[src/rtl/multicycle_controller.sv]
// Main sequencer for the shared multicycle RV32I datapath. A Moore FSM walks
// each instruction through 3-5 cycles; decoders derive selects, strobes, ALU op and ImmSrc.
module multicycle_controller #(
  parameter logic [3:0] RESET_STATE = 4'd0
) (
  input  logic       clk,
  input  logic       reset,
  input  logic [6:0] op,
  input  logic [2:0] funct3,
  input  logic       funct7b5,
  input  logic       Zero,
  output logic       PCWrite,
  output logic       AdrSrc,
  output logic       MemWrite,
  output logic       IRWrite,
  output logic       RegWrite,
  output logic [1:0] ResultSrc,
  output logic [1:0] ALUSrcA,
  output logic [1:0] ALUSrcB,
  output logic [2:0] ImmSrc,
  output logic [2:0] ALUControl,
  output logic [3:0] State
);

  typedef enum logic [3:0] {
    S_FETCH    = 4'd0,
    S_DECODE   = 4'd1,
    S_MEMADR   = 4'd2,
    S_MEMREAD  = 4'd3,
    S_MEMWB    = 4'd4,
    S_MEMWRITE = 4'd5,
    S_EXECR    = 4'd6,
    S_EXECI    = 4'd7,
    S_ALUWB    = 4'd8,
    S_BRANCH   = 4'd9,
    S_JAL      = 4'd10,
    S_LUI      = 4'd11
  } state_e;

  localparam logic [6:0] OP_LOAD   = 7'b0000011;
  localparam logic [6:0] OP_STORE  = 7'b0100011;
  localparam logic [6:0] OP_RTYPE  = 7'b0110011;
  localparam logic [6:0] OP_ITYPE  = 7'b0010011;
  localparam logic [6:0] OP_BRANCH = 7'b1100011;
  localparam logic [6:0] OP_JAL    = 7'b1101111;
  localparam logic [6:0] OP_LUI    = 7'b0110111;
  localparam logic [6:0] OP_AUIPC  = 7'b0010111;

  localparam logic [2:0] ALU_ADD = 3'b000;
  localparam logic [2:0] ALU_SUB = 3'b001;
  localparam logic [2:0] ALU_AND = 3'b010;
  localparam logic [2:0] ALU_OR  = 3'b011;
  localparam logic [2:0] ALU_XOR = 3'b100;
  localparam logic [2:0] ALU_SLT = 3'b101;

  state_e     state_q, state_d;
  logic [2:0] funct_alu;

  // NOTE: sequential state uses non-blocking assignment so every flop samples pre-edge values.
  always_ff @(posedge clk or posedge reset) begin
    if (reset) state_q <= state_e'(RESET_STATE);
    else       state_q <= state_d;
  end

  always_comb begin
    // NOTE: every combinational output gets a default first, so no path can infer a latch.
    state_d = S_FETCH;
    case (state_q)
      S_FETCH:  state_d = S_DECODE;
      S_DECODE: begin
        case (op)
          OP_LOAD, OP_STORE: state_d = S_MEMADR;
          OP_RTYPE:          state_d = S_EXECR;
          OP_ITYPE:          state_d = S_EXECI;
          OP_BRANCH:         state_d = S_BRANCH;
          OP_JAL:            state_d = S_JAL;
          OP_LUI:            state_d = S_LUI;
          OP_AUIPC:          state_d = S_ALUWB;
          default:           state_d = S_FETCH;
        endcase
      end
      S_MEMADR:                  state_d = op[5] ? S_MEMWRITE : S_MEMREAD;
      S_MEMREAD:                 state_d = S_MEMWB;
      S_EXECR, S_EXECI, S_JAL, S_LUI: state_d = S_ALUWB;
      default:                   state_d = S_FETCH;
    endcase
  end

  // Only R-type can subtract; an I-type with Instr[30] set is still an add.
  always_comb begin
    funct_alu = ALU_ADD;
    case (funct3)
      3'b000:  funct_alu = (op[5] && funct7b5) ? ALU_SUB : ALU_ADD;
      3'b010:  funct_alu = ALU_SLT;
      3'b100:  funct_alu = ALU_XOR;
      3'b110:  funct_alu = ALU_OR;
      3'b111:  funct_alu = ALU_AND;
      default: funct_alu = ALU_ADD;
    endcase
  end

  always_comb begin
    case (op)
      OP_STORE:         ImmSrc = 3'b001;
      OP_BRANCH:        ImmSrc = 3'b010;
      OP_JAL:           ImmSrc = 3'b011;
      OP_LUI, OP_AUIPC: ImmSrc = 3'b100;
      default:          ImmSrc = 3'b000;
    endcase
  end

  always_comb begin
    PCWrite    = 1'b0;
    AdrSrc     = 1'b0;
    MemWrite   = 1'b0;
    IRWrite    = 1'b0;
    RegWrite   = 1'b0;
    ResultSrc  = 2'b00;
    ALUSrcA    = 2'b00;
    ALUSrcB    = 2'b00;
    ALUControl = ALU_ADD;
    case (state_q)
      S_FETCH: begin
        IRWrite   = 1'b1;
        PCWrite   = 1'b1;
        ALUSrcB   = 2'b10;
        ResultSrc = 2'b10;
      end
      S_DECODE: begin
        ALUSrcA = 2'b01;
        ALUSrcB = 2'b01;
      end
      S_MEMADR: begin
        ALUSrcA = 2'b10;
        ALUSrcB = 2'b01;
      end
      S_MEMREAD: AdrSrc = 1'b1;
      S_MEMWB: begin
        ResultSrc = 2'b01;
        RegWrite  = 1'b1;
      end
      S_MEMWRITE: begin
        AdrSrc   = 1'b1;
        MemWrite = 1'b1;
      end
      S_EXECR: begin
        ALUSrcA    = 2'b10;
        ALUControl = funct_alu;
      end
      S_EXECI: begin
        ALUSrcA    = 2'b10;
        ALUSrcB    = 2'b01;
        ALUControl = funct_alu;
      end
      S_ALUWB: RegWrite = 1'b1;
      S_BRANCH: begin
        ALUSrcA    = 2'b10;
        ALUControl = ALU_SUB;
        PCWrite    = Zero ^ funct3[0];
      end
      S_JAL: begin
        ALUSrcA = 2'b01;
        ALUSrcB = 2'b10;
        PCWrite = 1'b1;
      end
      S_LUI: begin
        ALUSrcA = 2'b11;
        ALUSrcB = 2'b01;
      end
      default: ;
    endcase
  end

  assign State = state_q;

endmodule

[config.mk]
export PLATFORM = sky130hd
export DESIGN_NAME = multicycle_controller
export DESIGN_NICKNAME = d
export VERILOG_FILES = /design/src/rtl/multicycle_controller.sv
export SDC_FILE = /design/constraint.sdc
export NUM_CORES = 1
export LEC_CHECK = 0
export CAP_MARGIN = 25
export CORE_MARGIN = 2
export CORE_UTILIZATION = 35
export DETAILED_ROUTE_END_ITERATION = 12
export PLACE_DENSITY = 0.72
export SLEW_MARGIN = 20
export SYNTH_ARGS = -nofsm -noshare
export SYNTH_HDL_FRONTEND = slang
export SYNTH_SLANG_ARGS = --single-unit
[constraint.sdc]
create_clock -name clk -period 2.1 [get_ports clk]
set_input_delay 0.42 -clock clk [delete_from_list [all_inputs] [get_ports clk]]
set_output_delay 0.42 -clock clk [all_outputs]
set_load 0.01 [all_outputs]
Word level (Yosys, flattened, before mapping)
Index checks and enable logic that the tools add are counted.
{"block": "word_totals", "output_inout_bits": 21, "regBits": 4}
{"block": "op_classes", "bitwise_logic": 1, "eq_ne": 23, "n_reduce_logical": 13, "n_mux": 15}
{"cell": "$pmux 4 s7", "count": 1}
{"cell": "$eq 7x6->1 const B", "count": 3}
{"cell": "$pmux 4 s5", "count": 1}
{"cell": "$eq 4x3->1 const B", "count": 4}
{"cell": "$eq 4x4->1 const B", "count": 4}
{"cell": "$pmux 3 s5", "count": 1}
{"cell": "$eq 7x5->1 const B", "count": 2}
{"cell": "$eq 7x7->1 const B", "count": 2}
{"cell": "$reduce_or 2->1", "count": 7}
{"cell": "$pmux 3 s4", "count": 1}
{"cell": "$reduce_or 4->1", "count": 3}
{"cell": "$eq 3x3->1 const B", "count": 3}
{"cell": "$eq 4x2->1 const B", "count": 2}
{"cell": "$pmux 2 s2", "count": 2}
{"cell": "$eq 7x2->1 const B", "count": 1}
{"cell": "$pmux 2 s3", "count": 1}
{"cell": "$pmux 3 s2", "count": 1}
{"cell": "$mux 1", "count": 5}
{"cell": "$eq 4x1->1 const B", "count": 1}
{"cell": "$logic_not 4->1", "count": 1}
{"cell": "$eq 3x2->1 const B", "count": 1}
{"cell": "$logic_not 3->1", "count": 1}
{"cell": "$mux 3", "count": 1}
{"cell": "$pmux 1 s2", "count": 1}
{"cell": "other kinds (2)", "count": 2}

Longest topological paths before layout
Gate-level depths: netlist (run 1).
{"block": "logic_depth", "ltp_word": 4, "ltp_mapped": 5}

Worst setup path before layout (run 1)
No wires, ideal clock.
{"block": "synth_path", "path_type": "register to output", "from": "reg state_q[1], in the netlist State[1]", "to": "out ResultSrc[1]", "arrival_ps": 1437, "t_required_ps": 1680, "setup_slack_ps": 243, "path_stages_with_launch": 5, "path_buffers": 3, "path_cell_list": "dfrtp_1 > buf_4 > buf_2 > nor4_1 > buf_4"}
{"block": "synth_between", "elab_chain_len": 2}
{"element": "start, declared", "line": "56", "rtl": "state_e state_q, state_d;"}
{"element": "start signal, assigned", "line": "61", "rtl": "if (reset) state_q <= state_e'(RESET_STATE);"}
{"element": "start signal, assigned", "line": "62", "rtl": "else state_q <= state_d;"}
{"element": "$eq 4x3->1 / $logic_not 4->1 (equally long branches)", "line": "122", "rtl": "case (state_q)"}
{"element": "$pmux 2 s2 *", "line": "122"}
{"element": "end, declared", "line": "17", "rtl": "output logic [1:0] ResultSrc,"}
Every way passes the cells marked *; elsewhere a longest branch is shown, timed or not.

Final worst setup path (run 1)
{"block": "layout_path", "from": "reg state_q[1], in the netlist State[1]", "to": "out MemWrite"}
{"block": "layout_between", "elab_chain_len": 2}
{"element": "$eq 4x3->1", "line": "122"}
{"element": "$mux 1", "line": "122"}
{"element": "end, declared", "line": "14", "rtl": "output logic MemWrite,"}
Every way passes these cells.

==> results of run 1 <==
## power groups by stage
stage / registers, mW / clock network [mW] / logic, mW
after floorplan: 0.106 / 0 / 0.281
after global placement: 0.122 / 0 / 0.478
after detailed placement: 0.124 / 0 / 0.486
after CTS: 0.111 / 0.0976 / 0.497
after global routing: 0.112 / 0.106 / 0.546
final: 0.111 / 0.0944 / 0.496
## cells by family (layout without fill, tap and decap cells)
family                 Yosys count  in the layout  share of synthesized area (%)
AO/OA/AOI/OAI                   11             11                           15.4
XOR/XNOR                         7              7                           9.82
buffers and inverters           12             62                           12.4
flip-flops                       4              4                           16.0
multiplexers                     1              1                           1.60
AND/OR/NAND/NOR                 44             44                           44.7
## cell usage after synthesis, drive strengths merged (2+ instances only)
cell and n:
buf 8, o32ai 2, nand3 4, nand2b 3, nor2b 3, inv 4, nor3b 3, xor2 2
nor2 10, dfrtp 4, o31ai 2, nand2 6, xnor2 5, nor3 6, and4b 2
## how the worst min path moves through the flow
stage / end / cells past startpoint
after global placement: State[1] / 2
after detailed placement: State[3] / 2
after floorplan: State[0] / 1
final: State[3] / 2
after CTS: State[3] / 2
after global routing: State[3] / 2
## critical path, stage by stage (launching register included)
cell and delay [ps]:
dfrtp_2 440, buf_4 160, nand2b_1 150, nor2_1 110
clkdlybuf4s50_1 540
## final cells by class
| type | count | area, sq um | share of cell area, % |
|---|---|---|---|
| well taps | 25 | 31.3 | 2.73 |
| clock buffers | 3 | 22.5 | 1.97 |
| repair buffers | 55 | 499 | 43.6 |
| inverters | 4 | 15.0 | 1.31 |
| multi-input cells | 63 | 474 | 41.4 |
| flip-flops and latches | 4 | 104 | 9.06 |
## timing repair
action                     in CTS  in global routing
setup buffers                   3                  0
hold endpoints to repair        0                  0
setup endpoints to repair      15                  6
pin swaps                       0                  0
resized for setup              19                  9
## per-stage QoR
| step | util (%) | area, sq um | hold slack [ps] | total power, mW |
|---|---|---|---|---|
| after global routing | 67.1 | 1150 | 373 | 0.764 |
| after CTS | 65.2 | 1110 | 367 | 0.705 |
| after global placement | 62.6 | 1070 | 606 | 0.599 |
| after detailed placement | 62.6 | 1070 | 618 | 0.610 |
| final | 67.1 | 1150 | 366 | 0.701 |
| after floorplan | - | 624 | 186 | 0.388 |
## per-layer routing
layer / part of all wire (%) / vias up
li1: - / 379
met1: 44 / 336
met2: 51 / 24
met3: 4.9 / 0
met4: 0 / 0
met5: 0 / -
==> reports/results.ini, run 1 <==
[final_layout]
final_common_cell = buf_4
nNetsFinal = 145
fillerInstances = 158
instances_no_fill = 154
area_delta_synth_final_pct = 83.6
layout_common_cells = buf_4, clkdlybuf4s50_1, dlygate4sd2_1, nor2_1, nand2_1
largest_reg_flops = 4
num_antenna_cells = 0
layout-drive-gt1-share_pct = 29.5

[synthesis]
seq_area_frac_synth_pct = 16.0
yosys.area.top_type = dfrtp_1
synthArstFlopShare_pct = 100
synth_edf_count = 0
syn_nets = 93
synth.area.top_cells = dfrtp_1, xnor2_1, nor2_1
synth.avg_cell_area_sq_um = 7.90
yosysUniqueCellTypes = 37
synthCells = 79
synth_top_area_share_pct = 16.0
syn-cell-area_sq_um = 624
synth_flop_cell = dfrtp_1
synth_warnings = 0
ys_ff_latch = 4

[grt]
grt.total_usage_pct = 16.8
use_met3_pct = 4.71
antenna_found_initial = 0
grt_start_max_net_pins = 13
grt_busiest_layer = met2
grt_overflow = 0
grt_pass1_vias = 661
grt.met2_usage_pct = 31.1
grt_pass1_wl_um = 2660
use_met1_pct = 19.6

[clock_network]
cts_tree = done
clk_path_buf_depth = 2
cts.htree.levels = 1
clk_latency_ps = 240
numCtsBuffers = 3
clockRootBuffer = clkbuf_4
path_clk_slew_ps = 40
cts_hold_buffers = 0
cts_sinks = 4

[sta]
rsz0062_at_grt = no
worstMarginPinSlew_ps = 332
tns_ps = 0
clock.fmax_ghz = 0.487
period_minus_slack_ps = 2050
worst_slack_ps = 47.1
max-slew-margin-rel_pct = 77.9
period_share_pct = 97.8
hold_viol = 0
drv_slew = 0
fin_skew_ps = 7.62
setup_viol = 0

[worst_setup_path]
cp-start-kind = register
cp_data_required_time_ps = 1680
r2r_setup_slack_ps = 820
crit_arrival_ps = 1630
endpoint = MemWrite
worstRegToRegCells = 3
r2r_start = State[2]
worst_r2r_endpoint = State[2]
cp-end-kind = primary output
path_max_fanout = 6
critPathLaunch = State[1]
path_class = register to primary output

[placement]
hpwlAfterDp_um = 1380
io_buffers = 34
dp_slack_ps = -255
place_inst = 148
gp_congestion = 0.769

[power_and_ir_drop]
pwr-share-seq_pct = 15.8
p_leak_nw = 0.569
p_int_mw = 0.425
combPwrFrac_pct = 70.7
clkPwrFrac_pct = 13.5
switching_share_pct = 39.4
power.density_nw_per_um2 = 612
switching_power_mw = 0.276
ir_drop_uv = 590

[route]
vias = 739
drt-total-wl_um = 1720
dr.pass1.iters = 3
wire_per_inst_um = 11.2
drc = 0
vias_per_cell = 4.80
ant_nets = 0
drt_iter0_markers = 7

[die]
core_area_sq_um = 1710
dieWidth_um = 46.2
die_h_um = 46.2
row_count = 15
start_util_pct = 36.6
die_area_sq_um = 2140
ios = 35

[hold_path]
worstHoldPathType = primary input to async pin

[flow_run]
drv_cap = 0

[outcome]
status = complete, no violations

Note: power is estimated with default switching activity, not from simulation.
==> run 2: changes to the inputs <==
--- a/config.mk
+++ b/config.mk
@@ -8,6 +8,7 @@
 export CAP_MARGIN = 25
 export CORE_MARGIN = 2
 export CORE_UTILIZATION = 35
+export CTS_BUF_LIST = sky130_fd_sc_hd__clkbuf_4 sky130_fd_sc_hd__clkbuf_8 sky130_fd_sc_hd__clkbuf_16
 export DETAILED_ROUTE_END_ITERATION = 12
 export PLACE_DENSITY = 0.72
 export SLEW_MARGIN = 20
==> constraint.sdc (replaced) <==
create_clock -name clk -period 2.6 [get_ports clk]
set_input_delay 0.52 -clock clk [delete_from_list [all_inputs] [get_ports clk]]
set_output_delay 0.52 -clock clk [all_outputs]
set_load 0.01 [all_outputs]
==> run 2 against run 1 <==
Sequential power down 7%. Core utilization is 5.9 points lower. Wire length fell by 10%. First-iteration DRC count up 57%. Via count fell by 6.1%. Worst setup slack improved by 72 ps. Non-clock buffer count shrank 11. Worst hold slack improved by 110 ps. Final area down 8.7%. Register-to-register slack better by 390 ps. Count of clock-buffer cells in the layout is the same.
==> reports/results.ini, run 2 (synthesized netlist as in run 1, its figures left out) <==
[die]
dieWidth_um = 46.2  ; unchanged
start_util_pct = 36.6  ; unchanged
die_area_sq_um = 2140  ; unchanged
core_area_sq_um = 1710  ; unchanged
die_h_um = 46.2  ; unchanged
row_count = 15  ; unchanged
ios = 35  ; unchanged

[clock_network]
clockRootBuffer = clkbuf_4
cts.htree.levels = 1  ; unchanged
clk_path_buf_depth = 2  ; unchanged
cts_sinks = 4  ; unchanged
cts_hold_buffers = 0  ; unchanged
numCtsBuffers = 3  ; unchanged
clk_latency_ps = 230  ; about the same
path_clk_slew_ps = 40  ; about the same
cts_tree = done

[final_layout]
final_common_cell = clkdlybuf4s50_1
largest_reg_flops = 4  ; unchanged
instances_no_fill = 143  ; -7.1%
layout_common_cells = clkdlybuf4s50_1, buf_4, nor2_1, nand2_1
num_antenna_cells = 0  ; unchanged
area_delta_synth_final_pct = 67.5
nNetsFinal = 134  ; -7.6%
layout-drive-gt1-share_pct = 18.6  ; -11 points
postLayoutCoreUtil_pct = 61.2  ; -5.9 points

[worst_setup_path]
crit_arrival_ps = 1960  ; +330 ps
r2r_setup_slack_ps = 1210  ; +390 ps
worstRegToRegCells = 4  ; +1
critPathSlowestCell = clkdlybuf4s50_1
critPathMostFrequentCell = clkdlybuf4s50_1
crit_family = buffers and inverters
crit_chain = clkdlybuf4s50_1 -> xnor2_1 -> nand2_1 -> nor2_1 -> clkdlybuf4s50_1
critPathMaxStageDelay_ps = 530  ; about the same
path_class = primary input to primary output
worst_r2r_endpoint = State[1]
path_max_fanout = 6  ; unchanged
r2r_start = State[1]
critPathBufInv = 2  ; unchanged
cp_data_required_time_ps = 2080  ; +400 ps
cp-end-kind = primary output
cp-start-kind = primary input

[sta]
period_share_pct = 95.4
drv_slew = 0  ; unchanged
fin_skew_ps = 0.847  ; -6.77 ps
tns_ps = 0  ; unchanged
hold_viol = 0  ; unchanged
setup_viol = 0  ; unchanged
period_minus_slack_ps = 2480
worstMarginPinSlew_ps = 358  ; +26.2 ps
max-slew-margin-rel_pct = 76.1  ; -1.7 points
clock.fmax_ghz = 0.403
rsz0062_at_grt = no

[route]
dr.pass1.iters = 4  ; +1
wire_per_inst_um = 10.8  ; -3.4%
drt_iter0_markers = 11  ; +4
drc = 0  ; unchanged
drt-total-wl_um = 1540  ; -10%
ant_nets = 0  ; unchanged
vias_per_cell = 4.85  ; +1.1%
vias = 694  ; -6.1%

[power_and_ir_drop]
p_leak_nw = 0.463  ; -19%
power.total_mw = 0.542  ; -23%
ir_drop_uv = 358  ; -39%
power.density_nw_per_um2 = 518  ; -15%

[placement]
gp_congestion = 0.735  ; -4.5%
place_inst = 140  ; -5.4%
hpwlAfterDp_um = 1290  ; -6.6%
io_buffers = 34  ; unchanged

[grt]
grt_start_max_net_pins = 12  ; -1
antenna_found_initial = 0  ; unchanged
grt_overflow = 0  ; unchanged
grt.total_usage_pct = 15.7  ; -1.1 points
grt_pass1_wl_um = 2560  ; -3.7%
grt_pass1_vias = 601  ; -9.1%

[outcome]
status = complete, no violations

[hold_path]
worstHoldPathType = primary input to async pin

[flow_run]
drv_cap = 0  ; unchanged

-- run 2: changes by cell type in the layout (fill, tap and decap cells not counted), moves of 3 or more --
cell	delta
dfrtp_2	-3
clkdlybuf4s50_1	+13
dfrtp_1	+3
buf_4	-10
dlygate4sd2_1	-12
-- run 2: what timing repair did --
action	CTS	global route
endpoints found under the setup margin	0	4
buffers inserted	0	0
resized for setup	0	6
-- run 2: cell type report --
cell class	count	area, sq um
timing repair buffer	44	428
multi-input combinational	63	449
clock buffer	3	22.5
tap	25	31.3
sequential	4	100
fill	167	662
inverter	4	15.0
-- run 2: worst max path at each step --
stage	slack, ps	start	to	depth (start not counted)
finish	120	op[2]	ImmSrc[1]	5
global route	6	op[5]	ImmSrc[1]	5
CTS	20	op[6]	ImmSrc[0]	6
detailed placement	30	op[6]	ImmSrc[0]	6
global placement	60	op[6]	ImmSrc[0]	6
floorplan	640	State[1]	ResultSrc[1]	4
-- run 2: per-stage QoR --
step	hold slack, ps	setup slack, ps	instance area (sq um)
final	473	119	1050
after global routing	477	5.98	1050
after CTS	475	15.8	1030
after detailed placement	683	28.8	1010
after global placement	669	57.0	1010
after floorplan	286	643	624
-- run 2: layer usage --
metal	GRT usage (%)	up-vias	share of wire (%)
met1	20.3	313	42
met2	28.1	22	53
met3	2.35	0	4.5
met5	0	-	0
met4	1.71	0	0
li1	-	359	-
-- run 2: power by group --
part	internal (mW)	leakage [nW]	switching, mW
clock network	0.0515	0.0138	0.0232
logic	0.207	0.395	0.157
registers	0.0725	0.0534	0.0303
total	0.331	0.463	0.211
